<file path="src/rtl/lipsi_pkg.sv">
// Shared constants and select encodings for the 1-to-3 demultiplexer.
package lipsi_pkg;

  // Default narrow channel width and wide channel width (carry in the MSB).
  localparam int DEMUX_DW = 8;
  localparam int DEMUX_WW = DEMUX_DW + 1;

  // Destination select encoding carried on in_sel.
  typedef enum logic [1:0] {
    SEL_CH0 = 2'd0,
    SEL_CH1 = 2'd1,
    SEL_CH2 = 2'd2,
    SEL_BAD = 2'd3
  } sel_e;

endpackage

</file>
<file path="src/rtl/out_slot.sv">
// One-entry output holding register with valid/ready drain.
// A load always wins: loading on the same edge as a drain keeps the slot
// full with the new word, so a channel sustains one word per cycle.
module out_slot #(
  parameter int WIDTH = 8
) (
  input  logic             clk,
  input  logic             rst_n,
  input  logic             load,
  input  logic [WIDTH-1:0] load_data,
  input  logic             ready,
  output logic             valid,
  output logic [WIDTH-1:0] data
);

  // Slot occupancy and payload; payload only changes on a load or reset.
  always_ff @(posedge clk) begin
    if (!rst_n) begin
      valid <= 1'b0;
      data  <= '0;
    end else if (load) begin
      valid <= 1'b1;
      data  <= load_data;
    end else if (valid && ready) begin
      valid <= 1'b0;
    end
  end

endmodule

</file>
<file path="src/rtl/demux1to3.sv">
// 1-to-3 demultiplexer with one holding slot per channel.
// ch0/ch1 carry DW bits (carry bit dropped), ch2 carries the full WW-bit word.
// Select value 3 is accepted and dropped, raising the sticky err_sel flag.
// Optional build macro DEMUX1TO3_ERRCNT_EN adds the saturating err_cnt port.
//
// Handshake: a transfer happens on a rising edge where valid && ready are
// both high; valid never waits on ready, and in_ready never looks at in_valid
// (it depends only on in_sel, slot occupancy and the selected out ready).
module demux1to3 #(
  parameter int DW = lipsi_pkg::DEMUX_DW,
  parameter int WW = lipsi_pkg::DEMUX_WW
) (
  input  logic          clk,
  input  logic          rst_n,
  input  logic [WW-1:0] in_data,
  input  logic [1:0]    in_sel,
  input  logic          in_valid,
  output logic          in_ready,
  output logic [DW-1:0] out0_data,
  output logic          out0_valid,
  input  logic          out0_ready,
  output logic [DW-1:0] out1_data,
  output logic          out1_valid,
  input  logic          out1_ready,
  output logic [WW-1:0] out2_data,
  output logic          out2_valid,
  input  logic          out2_ready,
  output logic          err_sel
`ifdef DEMUX1TO3_ERRCNT_EN
  ,
  output logic [7:0]    err_cnt
`endif
);

  import lipsi_pkg::*;

  logic in_fire;
  logic load0;
  logic load1;
  logic load2;
  logic bad_fire;

  // Accept when the selected slot is free or draining this cycle; bad
  // selects are always accepted so they can be dropped; nothing in reset.
  always_comb begin
    in_ready = 1'b0;
    if (rst_n) begin
      case (sel_e'(in_sel))
        SEL_CH0: in_ready = !out0_valid || out0_ready;
        SEL_CH1: in_ready = !out1_valid || out1_ready;
        SEL_CH2: in_ready = !out2_valid || out2_ready;
        default: in_ready = 1'b1;
      endcase
    end
  end

  assign in_fire  = in_valid && in_ready;
  assign load0    = in_fire && (in_sel == SEL_CH0);
  assign load1    = in_fire && (in_sel == SEL_CH1);
  assign load2    = in_fire && (in_sel == SEL_CH2);
  assign bad_fire = in_fire && (in_sel == SEL_BAD);

  out_slot #(.WIDTH(DW)) u_slot0 (
    .clk       (clk),
    .rst_n     (rst_n),
    .load      (load0),
    .load_data (in_data[DW-1:0]),
    .ready     (out0_ready),
    .valid     (out0_valid),
    .data      (out0_data)
  );

  out_slot #(.WIDTH(DW)) u_slot1 (
    .clk       (clk),
    .rst_n     (rst_n),
    .load      (load1),
    .load_data (in_data[DW-1:0]),
    .ready     (out1_ready),
    .valid     (out1_valid),
    .data      (out1_data)
  );

  out_slot #(.WIDTH(WW)) u_slot2 (
    .clk       (clk),
    .rst_n     (rst_n),
    .load      (load2),
    .load_data (in_data),
    .ready     (out2_ready),
    .valid     (out2_valid),
    .data      (out2_data)
  );

  // Sticky flag: set by the first dropped word, cleared only by reset.
  always_ff @(posedge clk) begin
    if (!rst_n) begin
      err_sel <= 1'b0;
    end else if (bad_fire) begin
      err_sel <= 1'b1;
    end
  end

`ifdef DEMUX1TO3_ERRCNT_EN
  // Dropped-word counter, saturating at all ones.
  always_ff @(posedge clk) begin
    if (!rst_n) begin
      err_cnt <= 8'd0;
    end else if (bad_fire && (err_cnt != 8'hFF)) begin
      err_cnt <= err_cnt + 8'd1;
    end
  end
`endif

endmodule

</file>
<file path="config.mk">
export PLATFORM = sky130hd
export DESIGN_NAME = demux1to3
export DESIGN_NICKNAME = d
export VERILOG_FILES = /design/src/rtl/lipsi_pkg.sv /design/src/rtl/out_slot.sv /design/src/rtl/demux1to3.sv
export SDC_FILE = /design/constraint.sdc
export NUM_CORES = 1
export LEC_CHECK = 0
export ABC_AREA = 1
export CAP_MARGIN = 20
export CORE_MARGIN = 3
export CORE_UTILIZATION = 40
export CTS_CLUSTER_DIAMETER = 30
export DETAILED_ROUTE_END_ITERATION = 12
export PLACE_DENSITY_LB_ADDON = 0.1
export SYNTH_ARGS = -nofsm -noshare
export SYNTH_HDL_FRONTEND = slang
export SYNTH_SLANG_ARGS = --single-unit
</file>
<file path="constraint.sdc">
create_clock -name clk -period 1.2 [get_ports clk]
set_input_delay 0.18 -clock clk [delete_from_list [all_inputs] [get_ports clk]]
set_output_delay 0.18 -clock clk [all_outputs]
set_load 0.03 [all_outputs]
</file>
==> results.py <==
metrics = {
    "run_status": {
        "status": "finished with violations",
        "violations": "negative setup slack",
    },
    "sta": {
        "clock_skew_ps": 6.80,
        "slew_headroom_pct": 58.0,
        "hold_viol_final": 0,
        "worst-slew-pin-transition_ps": 627,
        "finalWorstSetupSlack_ps": -213,
        "fmax_ghz": 0.708,
        "min_period_ps": 1410,
        "rsz0062_at_grt": "true",
        "setup_violations": 30,
        "finalCritPeriodShare_pct": 118,
        "slew_violations": 0,
    },
    "worst_setup_path": {
        "reg2reg_from": "u_slot0.valid$_SDFFE_PN0P_",
        "r2r_slack_ps": -210,
        "critPathCaptureType": "register",
        "rr_worst_depth": 9,
        "arrival_ps": 1690,
        "cp_max_fo": 7,
        "required_ps": 1480,
        "startpoint": "u_slot0.valid$_SDFFE_PN0P_",
        "slowest_delay_ps": 370,
        "r2r_end": "u_slot1.data[0]$_SDFFE_PN0P_",
        "crit_slowest_cell": "dfxtp_4",
        "worstPathCellList": "inv_4 > o21ai_4 > buf_4 > nand3_4 > buf_4 > buf_6 > nand4_4 > nor2_1 > nor2_1",
        "worstSetupEndpoint": "u_slot1.data[0]$_SDFFE_PN0P_",
        "cp.buffers_inverters": 4,
        "start_kind": "register",
        "path_delay_family": "buffers and inverters",
        "critPathKind": "reg2reg",
        "path_depth": 9,
    },
    "detailed_routing": {
        "finalWirelength_um": 4040,
        "ant_nets": 0,
        "wire_per_inst_um": 12.9,
        "drt_iter0_drc": 107,
        "drc": 0,
        "viasPerCell": 4.58,
        "first_pass_iters": 4,
        "vias": 1438,
    },
    "synthesis": {
        "netlist_top_cells_area": "dfxtp_1, nand2_1, nor2_1",
        "synth.largest_area_cell": "dfxtp_1",
        "synth_nets": 206,
        "avgSynthCellArea_um2": 6.98,
        "ys_seq_area_share_pct": 44.0,
        "synthCells": 189,
        "yosys.area.top_type_share_pct": 44.0,
        "synth_area_um2": 1320,
        "ys_seq_elements": 29,
        "synthDistinctLibCells": 22,
        "yosysWarnings": 0,
    },
    "floorplanning": {
        "core_area_um2": 3100,
        "die_height_um": 63.4,
        "placementRows": 20,
        "start_util_pct": 42.5,
        "die_area_um2": 4030,
        "ioPinCount": 47,
        "die_w_um": 63.4,
    },
    "global_route": {
        "antenna_found_initial": 0,
        "overflow": 0,
        "first_global_vias": 1409,
        "grt_max_degree": 19,
        "grt_pass1_wl_um": 6430,
        "track_usage_pct": 20.3,
    },
    "place": {
        "place_area_um2": 1890,
        "port_buffers": 46,
        "hpwl_um": 2330,
        "pre_cts_slack_ps": -636,
        "dp.cells": 285,
        "gp_congestion": 0.889,
    },
    "clocking": {
        "clkSinkCount": 29,
        "cts_tree": "yes",
        "cts_max_level": 2,
        "clkLatencyLatePin_ps": 330,
        "clk_pin_slew_ps": 100,
        "cts_hold_buf": 0,
        "cts_root_buffer": "clkbuf_4",
        "cts_buffers": 5,
        "clk_path_buf_depth": 2,
    },
    "finish": {
        "synthToLayoutAreaGrowth_pct": 69.0,
        "fin_cells": 314,
        "antenna_cells": 0,
        "regArea_um2": 592,
        "final_cell_mix": "nand2_1, nor2_1, buf_4, inv_1, dfxtp_1",
        "final_common_cell": "nand2_1",
        "final_net_count": 286,
        "multi_input_area_um2": 707,
        "design_area_um2": 2230,
        "fillCellCount": 250,
        "layout-drive-gt1-share_pct": 37.0,
    },
    "hold_path": {
        "min_path_type": "in2reg",
    },
    "pwr": {
        "p_per_area_nw_per_um2": 911,
        "ir_worst_vdd_mv": 0.520,
        "p_leak_nw": 1.10,
    },
    "flow_run": {
        "maxCapViolations": 0,
    },
}
==> report_power, final <==
| part | internal, W | total (W) | leakage, nW | switching (W) |
|---|---|---|---|---|
| registers | 0.000985 | 0.00100 | 0.237 | 0.0000172 |
| clock network | 0.000223 | 0.000575 | 0.0320 | 0.000353 |
| logic | 0.000204 | 0.000454 | 0.830 | 0.000250 |
| total | 0.00141 | 0.00203 | 1.10 | 0.000620 |
==> area by class of cell <==
class | count | area share (%)
inverters | 33 | 5.66
multi-input cells | 125 | 31.7
clock inverters | 2 | 0.449
repair buffers | 75 | 31.4
well taps | 44 | 2.47
flip-flops and latches | 29 | 26.5
clock buffers | 6 | 1.85
==> per-stage QoR <==
stage,hold slack [ps],power [W],util (%),setup TNS (ps)
6_report,387,0.00203,71.9,-5160
4_1_cts,377,0.00200,69.9,-3380
3_3_place_gp,440,0.00137,60.9,-14490
2_1_floorplan,301,0.00120,-,-41.8
3_5_place_dp,447,0.00138,60.9,-16790
5_1_grt,423,0.00212,71.9,-6920
==> sequential cells by signal, summed over array words and instances (netlist names) <==
register       count
u_slot2.valid      1
err_sel            1
u_slot1.valid      1
u_slot2.data       9
u_slot0.data       8
u_slot0.valid      1
u_slot1.data       8
==> cells by family (layout without fill, tap and decap cells) <==
kind of cell / after synthesis / after routing / share of synthesized area [%]
buf+inv: 39 / 116 / 13.2
compound gates: 6 / 6 / 2.94
flops: 29 / 29 / 44.0
simple gates: 115 / 119 / 39.9
==> worst register-to-register path, cell delays in order, from the launching register on <==
cell and delay, ps:
dfxtp_4 370, inv_4 40, o21ai_4 150, buf_4 140
nand3_4 130, buf_4 170, buf_6 120, nand4_4 80
nor2_1 60, nor2_1 110
==> synthesized netlist by cell type <==
master / count
o21ai_2: 1
a21oi_2: 1
nand4_1: 1
clkbuf_1: 1
inv_2: 1
nand3_1: 1
nand2_1: 52
nand2_2: 2
inv_1: 32
a31oi_1: 1
or2_2: 1
nand4_4: 3
a21oi_1: 3
nor2_2: 1
buf_4: 1
nor2_4: 1
nor2_1: 51
nand3_4: 1
buf_6: 3
buf_2: 1
dfxtp_1: 29
nand2_4: 1
==> how the worst min path moves through the flow <==
stage                          from                           end  slack [ps]  cells after the start
2_1_floorplan            in_data[0]  u_slot2.data[0]$_SDFFE_PN0P_         300                      2
3_3_place_gp   err_sel$_SDFFE_PN0P_          err_sel$_SDFFE_PN0P_         440                      2
3_5_place_dp   err_sel$_SDFFE_PN0P_          err_sel$_SDFFE_PN0P_         450                      2
4_1_cts                   in_sel[0]          err_sel$_SDFFE_PN0P_         380                      5
5_1_grt                   in_sel[0]          err_sel$_SDFFE_PN0P_         420                      5
6_report                  in_sel[0]          err_sel$_SDFFE_PN0P_         390                      5
==> routing by layer <==
layer / global-route usage [%] / share of wire (%) / wire length, µm / vias to the layer above
met5: 0 / 0 / 0 / -
met4: 7.01 / 1.5 / 62 / 0
met3: 7.49 / 7.4 / 300 / 9
met2: 33.0 / 49 / 1980 / 52
li1: - / - / - / 726
met1: 24.7 / 42 / 1700 / 651
==> what timing repair did <==
action | in CTS | in global routing
gates cloned | 4 | 3
setup endpoints to repair | 46 | 38
setup buffers | 10 | 4
gates resized for setup | 67 | 24
pin swaps | 8 | 4
Power figures use the tool's default switching activity.
